File: config.mk
export PLATFORM = sky130hd
export DESIGN_NAME = timer_req_arbiter
export DESIGN_NICKNAME = d
export VERILOG_FILES = /design/src/rtl/timer_arb_pkg.sv /design/src/rtl/rr_picker.sv /design/src/rtl/timer_req_arbiter.sv
export SDC_FILE = /design/constraint.sdc
export NUM_CORES = 1
export LEC_CHECK = 0
export CAP_MARGIN = 40
export CORE_MARGIN = 2
export CORE_UTILIZATION = 36
export DETAILED_ROUTE_END_ITERATION = 6
export PLACE_DENSITY_LB_ADDON = 0.2
export RECOVER_POWER = 100
export SYNTH_ARGS = -nofsm -noshare
export SYNTH_HDL_FRONTEND = slang
export SYNTH_SLANG_ARGS = --single-unit
File: constraint.sdc
create_clock -name I_Clk -period 4 [get_ports I_Clk]
set_clock_uncertainty 0.05 [all_clocks]
set_input_delay 0.8 -clock I_Clk [delete_from_list [all_inputs] [get_ports I_Clk]]
set_output_delay 0.8 -clock I_Clk [all_outputs]
set_load 0.05 [all_outputs]
File: src/rtl/timer_arb_pkg.sv
// Shared types and helpers for the timer request arbiter.
package timer_arb_pkg;

  typedef enum logic [1:0] {
    IDLE  = 2'd0,
    ISSUE = 2'd1,
    WAIT  = 2'd2,
    RESP  = 2'd3
  } state_t;

  // Pointer is sized for the largest supported client count so one type fits every build.
  localparam int unsigned N_REQ_MAX = 16;
  localparam int unsigned RR_PTR_W  = $clog2(N_REQ_MAX);

  function automatic logic [RR_PTR_W-1:0] onehot2idx(input logic [N_REQ_MAX-1:0] oh);
    logic [RR_PTR_W-1:0] idx;
    idx = '0;
    for (int i = 0; i < int'(N_REQ_MAX); i++) begin
      if (oh[i]) idx = idx | RR_PTR_W'(i);
    end
    return idx;
  endfunction

endpackage

File: src/rtl/rr_picker.sv
// Combinational round-robin picker: first requester at or after the pointer, wrapping at N_REQ.
module rr_picker
  import timer_arb_pkg::*;
#(
  parameter int N_REQ = 4
) (
  input  logic [N_REQ-1:0]    i_req,
  input  logic [RR_PTR_W-1:0] i_ptr,
  output logic [N_REQ-1:0]    o_gnt,
  output logic [RR_PTR_W-1:0] o_idx,
  output logic                o_valid
);

  int w_k;

  always_comb begin
    o_gnt   = '0;
    o_idx   = '0;
    o_valid = 1'b0;
    w_k     = 0;
    for (int i = 0; i < N_REQ; i++) begin
      w_k = int'(i_ptr) + i;
      if (w_k >= N_REQ) w_k = w_k - N_REQ;
      for (int j = 0; j < N_REQ; j++) begin
        if (!o_valid && (j == w_k) && i_req[j]) begin
          o_valid  = 1'b1;
          o_gnt[j] = 1'b1;
          o_idx    = RR_PTR_W'(j);
        end
      end
    end
  end

endmodule

File: src/rtl/timer_req_arbiter.sv
// Round-robin arbiter sharing one microsecond timer among N_REQ clients.
// Optional watchdog abort of a stuck WAIT is compiled in with TMR_ARB_WDOG_EN.
module timer_req_arbiter
  import timer_arb_pkg::*;
#(
  parameter int N_REQ       = 4,
  parameter int US_W        = 32,
  parameter int WDOG_CYCLES = 2**24
) (
  input  logic                  I_Clk,
  input  logic                  I_rst,
  input  logic [N_REQ-1:0]      I_req,
  input  logic [N_REQ*US_W-1:0] I_wait_us,
  output logic [N_REQ-1:0]      O_ack,
  output logic [N_REQ-1:0]      O_done,
  output logic [N_REQ-1:0]      O_grant,
  output logic                  O_busy,
  output logic                  O_err,
  output logic [US_W-1:0]       O_tmr_us,
  output logic                  O_tmr_req,
  input  logic                  I_tmr_ack,
  input  logic                  I_tmr_done,
  output state_t                O_dbg_state
);

  // Handshakes: a client holds I_req (and its delay) until the cycle O_ack[k] is high;
  // toward the timer O_tmr_req/O_tmr_us are held until the cycle I_tmr_ack is high,
  // and the transfer happens in that cycle. O_ack/O_done/O_err are 1-cycle pulses.

  state_t              r_state;
  logic [N_REQ-1:0]    r_grant;
  logic [RR_PTR_W-1:0] r_ptr;
  logic [US_W-1:0]     r_tmr_us;
  logic                r_tmr_req;
  logic                r_zero;

  logic [N_REQ-1:0]    w_pick_gnt;
  logic [RR_PTR_W-1:0] w_pick_idx;
  logic                w_pick_valid;
  logic [US_W-1:0]     w_pick_us;
  logic [RR_PTR_W-1:0] w_g_idx;
  logic [RR_PTR_W-1:0] w_next_ptr;

  if (N_REQ < 2 || N_REQ > int'(N_REQ_MAX) || WDOG_CYCLES < 1) begin : g_bad_param
    $error("timer_req_arbiter: parameter out of range");
  end

  rr_picker #(.N_REQ(N_REQ)) u_picker (
    .i_req   (I_req),
    .i_ptr   (r_ptr),
    .o_gnt   (w_pick_gnt),
    .o_idx   (w_pick_idx),
    .o_valid (w_pick_valid)
  );

  assign w_pick_us  = US_W'(I_wait_us >> (int'(w_pick_idx) * US_W));
  assign w_g_idx    = onehot2idx(N_REQ_MAX'(r_grant));
  assign w_next_ptr = (w_g_idx == RR_PTR_W'(N_REQ - 1)) ? '0 : w_g_idx + RR_PTR_W'(1);

`ifdef TMR_ARB_WDOG_EN
  localparam logic [31:0] WDOG_LAST = 32'(WDOG_CYCLES - 1);
  logic [31:0] r_wdog_cnt;
  logic        r_err;
`endif

  always_ff @(posedge I_Clk or posedge I_rst) begin
    if (I_rst) begin
      r_state   <= IDLE;
      r_grant   <= '0;
      r_ptr     <= '0;
      r_tmr_us  <= '0;
      r_tmr_req <= 1'b0;
      r_zero    <= 1'b0;
`ifdef TMR_ARB_WDOG_EN
      r_wdog_cnt <= '0;
      r_err      <= 1'b0;
`endif
    end else begin
`ifdef TMR_ARB_WDOG_EN
      r_err <= 1'b0;
`endif
      case (r_state)
        IDLE: begin
          if (w_pick_valid) begin
            r_grant  <= w_pick_gnt;
            r_tmr_us <= w_pick_us;
            // A zero delay never touches the timer; RESP spends one extra cycle on the ack.
            if (w_pick_us == '0) begin
              r_zero  <= 1'b1;
              r_state <= RESP;
            end else begin
              r_tmr_req <= 1'b1;
              r_state   <= ISSUE;
            end
          end
        end
        ISSUE: begin
          if (I_tmr_ack) begin
            r_tmr_req <= 1'b0;
            r_state   <= I_tmr_done ? RESP : WAIT;
`ifdef TMR_ARB_WDOG_EN
            r_wdog_cnt <= '0;
`endif
          end
        end
        WAIT: begin
          if (I_tmr_done) begin
            r_state <= RESP;
          end
`ifdef TMR_ARB_WDOG_EN
          else if (r_wdog_cnt == WDOG_LAST) begin
            r_err   <= 1'b1;
            r_state <= RESP;
          end else begin
            r_wdog_cnt <= r_wdog_cnt + 32'd1;
          end
`endif
        end
        RESP: begin
          if (r_zero) begin
            r_zero <= 1'b0;
          end else begin
            r_grant <= '0;
            r_ptr   <= w_next_ptr;
            r_state <= IDLE;
          end
        end
        default: r_state <= IDLE;
      endcase
    end
  end

  assign O_ack       = r_grant & {N_REQ{((r_state == ISSUE) && I_tmr_ack) || ((r_state == RESP) && r_zero)}};
  assign O_done      = r_grant & {N_REQ{(r_state == RESP) && !r_zero}};
  assign O_grant     = r_grant;
  assign O_busy      = (r_state != IDLE);
  assign O_tmr_us    = r_tmr_us;
  assign O_tmr_req   = r_tmr_req;
  assign O_dbg_state = r_state;

`ifdef TMR_ARB_WDOG_EN
  assign O_err = r_err;
`else
  assign O_err = 1'b0;
`endif

endmodule

==> key figures, run 1 <==
Timing
  – Tcrit/Tclk final: between 90 and 100%
  – Fin crit period: 3.81 ns
  – Setup slack after layout: ~0.19 ns
  – Hold Fails Final Rpt: 0
  – Slew @ Worst Pin: around 1.5 ns
  – Final count of negative-setup-slack endpoints: 0
  – F_max: between 200 and 300 MHz
  – RSZ-0062 raised after global routing: no
  – Slew headroom: -1.67%
  – Final-report max-slew violation count: 29

Synthesis
  – Seq/Total Area, Yosys: about two fifths
  – Post-synth EDFFs: 0
  – Asr flop ratio synth: between 90% and 100%
  – Netlist Area Pre-Place: ~2700 um2
  – Dominant cells by area after synthesis: dfrtp_1 38%, a222oi_1 6.2%, nand2_1 5.2%
  – Post-synth cell types: 56
  – Share of the synthesized area in the top cell type: about two fifths
  – Synth Area per Inst: around 9.2 um2
  – Syn Inst Count: between 200 and 300
  – Synthesized Nets: between 400 and 500
  – Main synth FF type: dfrtp_1
  – Synth area leader: dfrtp_1
  – Post-synthesis register bit count: 42
  – Syn. warnings: 0

Clocking
  – Htree depth: 2
  – Clk buf depth: 2
  – TritonCTS Buffers: 5
  – Clock Latency Late Sink: 0.29 ns
  – Clk sinks: 42
  – Clk slew on worst S/H paths: 0.08 ns
  – Postcts setup bufs: 0
  – Post_cts resized: 0
  – CTS tree: built
  – Root buf cell: clkbuf_8
  – Cts hold-fix bufs: 0

GRT
  – Total track usage: between 20% and 30%
  – First-pass GRT wire length: about 17000 um
  – Initial antenna violation count: 0
  – Grt total ovfl: 0
  – Largest net degree at the start of global routing: 29
  – Vias in the first global route: around 3200

Critical path
  – FF-to-FF End: O_tmr_req$_DFFE_PP0P_
  – Critical path capture point type: flip-flop
  – Critical Path Max Stage Delay: around 0.57 ns
  – Worst R2R Path Depth: 11
  – Critical path fanouts, max: 19
  – Worst R2R Setup Slack: 0.72 ns
  – CP required: 4.12 ns
  – Most used cell, CP: nor4_1
  – FF-to-FF Start: r_ptr[1]$_DFFE_PP0P_
  – Critical path class: primary input to flip-flop
  – Crit path cell chain: clkdlybuf4s50_1 > or2_1 > a211oi_1 > or2_4 > buf_12 > a222oi_1 > nand4_1 > nor4_1 > buf_4 > and4_1 > nor4_1 > or3b_1
  – Cell family with most CP delay: simple AND/OR/NAND/NOR gates
  – Critical path buffer and inverter count: 3
  – Nature of the critical path startpoint: primary input
  – Arr. time, crit path: between 3 and 4 ns
  – Critical path's slowest cell: clkdlybuf4s50_1

Outcome
  – Status: complete, but fails checks
  – Failing checks: max-capacitance violations, max-slew violations

Floorplanning
  – Initial Util: a little under two fifths
  – Die area: approximately 8300 um2
  – Area of the core: around 7300 um2
  – Die width: roughly 90 um
  – Row cnt: 31
  – Ports: between 150 and 200
  – Die Y: a little over 90 um

Drt
  – Post-DR wirelength/cell: between 15 and 20 um
  – 1st-iter DRT viols: about 220
  – Routed Antenna Nets: 0
  – Post-route DRC: 0
  – Pre-antenna DRT Iters: 7
  – Vias: around 3300
  – Final WL: between 10000 and 15000 um
  – Drt via density: about 5.6

Power
  – VDD IR-drop max: around 0.34 mV
  – Leakage power: between 2 and 2.5 nW
  – P per Cell Area: around 670 nW/um2
  – Total Power: approximately 3.3 mW

Placement
  – GP Congestion: 0.892
  – Post-DP HPWL: 8930 um
  – PortBufs: roughly 180
  – Setup slack at placement: -0.0824 ns

Finish
  – Nets@finish: roughly 630
  – Fill cells: roughly 620
  – Area of the multi-input gates: about 1600 um2
  – Area growth, synth to finish: 76.7%
  – Most frequent cells in the layout: 134 x clkdlybuf4s50_1, 49 x dlygate4sd3_1, 42 x dfrtp_1
  – FF+latch area: 1050 um2
  – Share of cells above drive strength 1: under 10%
  – Number of antenna diodes: 0
  – Commonest non-fill, non-tap cell in the layout: clkdlybuf4s50_1

Worst hold path
  – Worst hold path class: flip-flop to flip-flop
  – Hold EP: O_tmr_us[23]$_DFFE_PP0P_
  – Worst Hold Depth: 1
  – Worst Hold Launch: O_tmr_us[23]$_DFFE_PP0P_

Run
  – Max cap viols: 1
==> through the flow <==
step	util (%)	std cells	hold WS, ns	cell area (um2)	TNS, ns
after floorplan	-	299	0.489	2740	0
after CTS	66.6	586	0.433	4890	0
after detailed placement	65.4	578	0.414	4790	-0.0900
after global placement	65.1	577	0.408	4770	-0.0272
final	66.1	586	0.424	4840	0
after global routing	66.1	586	0.445	4840	0
==> synthesized netlist by cell type, drive strengths merged (2+ instances only) <==
| library cell | n |
|---|---|
| nor2 | 7 |
| a221oi | 6 |
| nand4b | 2 |
| o21ai | 13 |
| a22oi | 3 |
| clkbuf | 12 |
| and4 | 2 |
| a21o | 16 |
| nand4 | 4 |
| mux2 | 7 |
| buf | 11 |
| dfrtp | 42 |
| a222oi | 17 |
| o41ai | 2 |
| a221o | 7 |
| a211oi | 2 |
| nor4 | 7 |
| a22o | 9 |
| or4 | 2 |
| ha | 5 |
| a21boi | 2 |
| o31ai | 3 |
| a21oi | 23 |
| o2bb2ai | 5 |
| nand3 | 7 |
| or2 | 2 |
| nand2 | 38 |
| nor3 | 2 |
| nor2b | 4 |
| nand2b | 4 |
| and2 | 4 |
| inv | 10 |
| o211a | 2 |
==> metal layers <==
metal / up-vias / track usage [%] / wire (um)
li1: 1543 / - / -
met1: 1575 / 32.0 / 4200
met2: 165 / 44.1 / 5580
met3: 20 / 4.40 / 715
met4: 0 / 6.57 / 238
met5: - / 0 / 0
==> layout make-up <==
cell class | instances | area share [%]
Clock buffer | 6 | 1.70
Clock inverter | 2 | 0.258
Inverter | 10 | 0.775
Multi-Input combinational cell | 224 | 32.1
Sequential cell | 42 | 21.7
Tap cell | 99 | 2.56
Timing Repair Buffer | 203 | 40.9
==> worst max path at each step <==
| stage | cells past startpoint | endpoint | slack (ns) | startpoint |
|---|---|---|---|---|
| after CTS | 12 | O_tmr_req$_DFFE_PP0P_ | 0.20 | I_req[0] |
| final | 12 | O_tmr_req$_DFFE_PP0P_ | 0.19 | I_req[0] |
| after floorplan | 10 | O_tmr_req$_DFFE_PP0P_ | 0.84 | I_req[3] |
| after global routing | 12 | O_tmr_req$_DFFE_PP0P_ | 0.05 | I_req[0] |
| after detailed placement | 12 | O_tmr_req$_DFFE_PP0P_ | -0.08 | I_req[0] |
| after global placement | 12 | O_tmr_req$_DFFE_PP0P_ | -0.03 | I_req[0] |
==> power by group <==
group	leakage, nW	total, mW	switching, mW	internal (mW)
clock network	0.0472	0.283	0.144	0.139
registers	0.526	0.768	0.144	0.623
logic	1.54	2.22	1.40	0.815
total	2.11	3.27	1.69	1.58
==> registers in the layout, summed over array words and instances (netlist names) <==
name         cells
O_dbg_state      2
r_ptr            2
O_grant          4
r_zero           1
O_tmr_req        1
O_tmr_us        32
==> kinds of logic (layout without fill, tap and decap cells) <==
logic type / count (synthesis) / count (layout) / share of synthesized area (%)
AO/OA/AOI/OAI: 120 / 120 / 33.5
XOR/XNOR: 1 / 1 / 0.320
adder cells (fa/ha/maj): 5 / 5 / 2.28
buffers and inverters: 33 / 221 / 5.61
flip-flops: 42 / 42 / 38.3
multiplexers: 8 / 8 / 3.24
other: 1 / 1 / 0.137
AND/OR/NAND/NOR: 89 / 89 / 16.5
No activity file was read; power rests on OpenSTA's default activity.
==> run 2, diff against run 1 <==
Settings changed: TNS_END_PERCENT from default to 10.
==> results of run 2 <==
No change in the layout: final DEF, timing and power equal those of run 1.
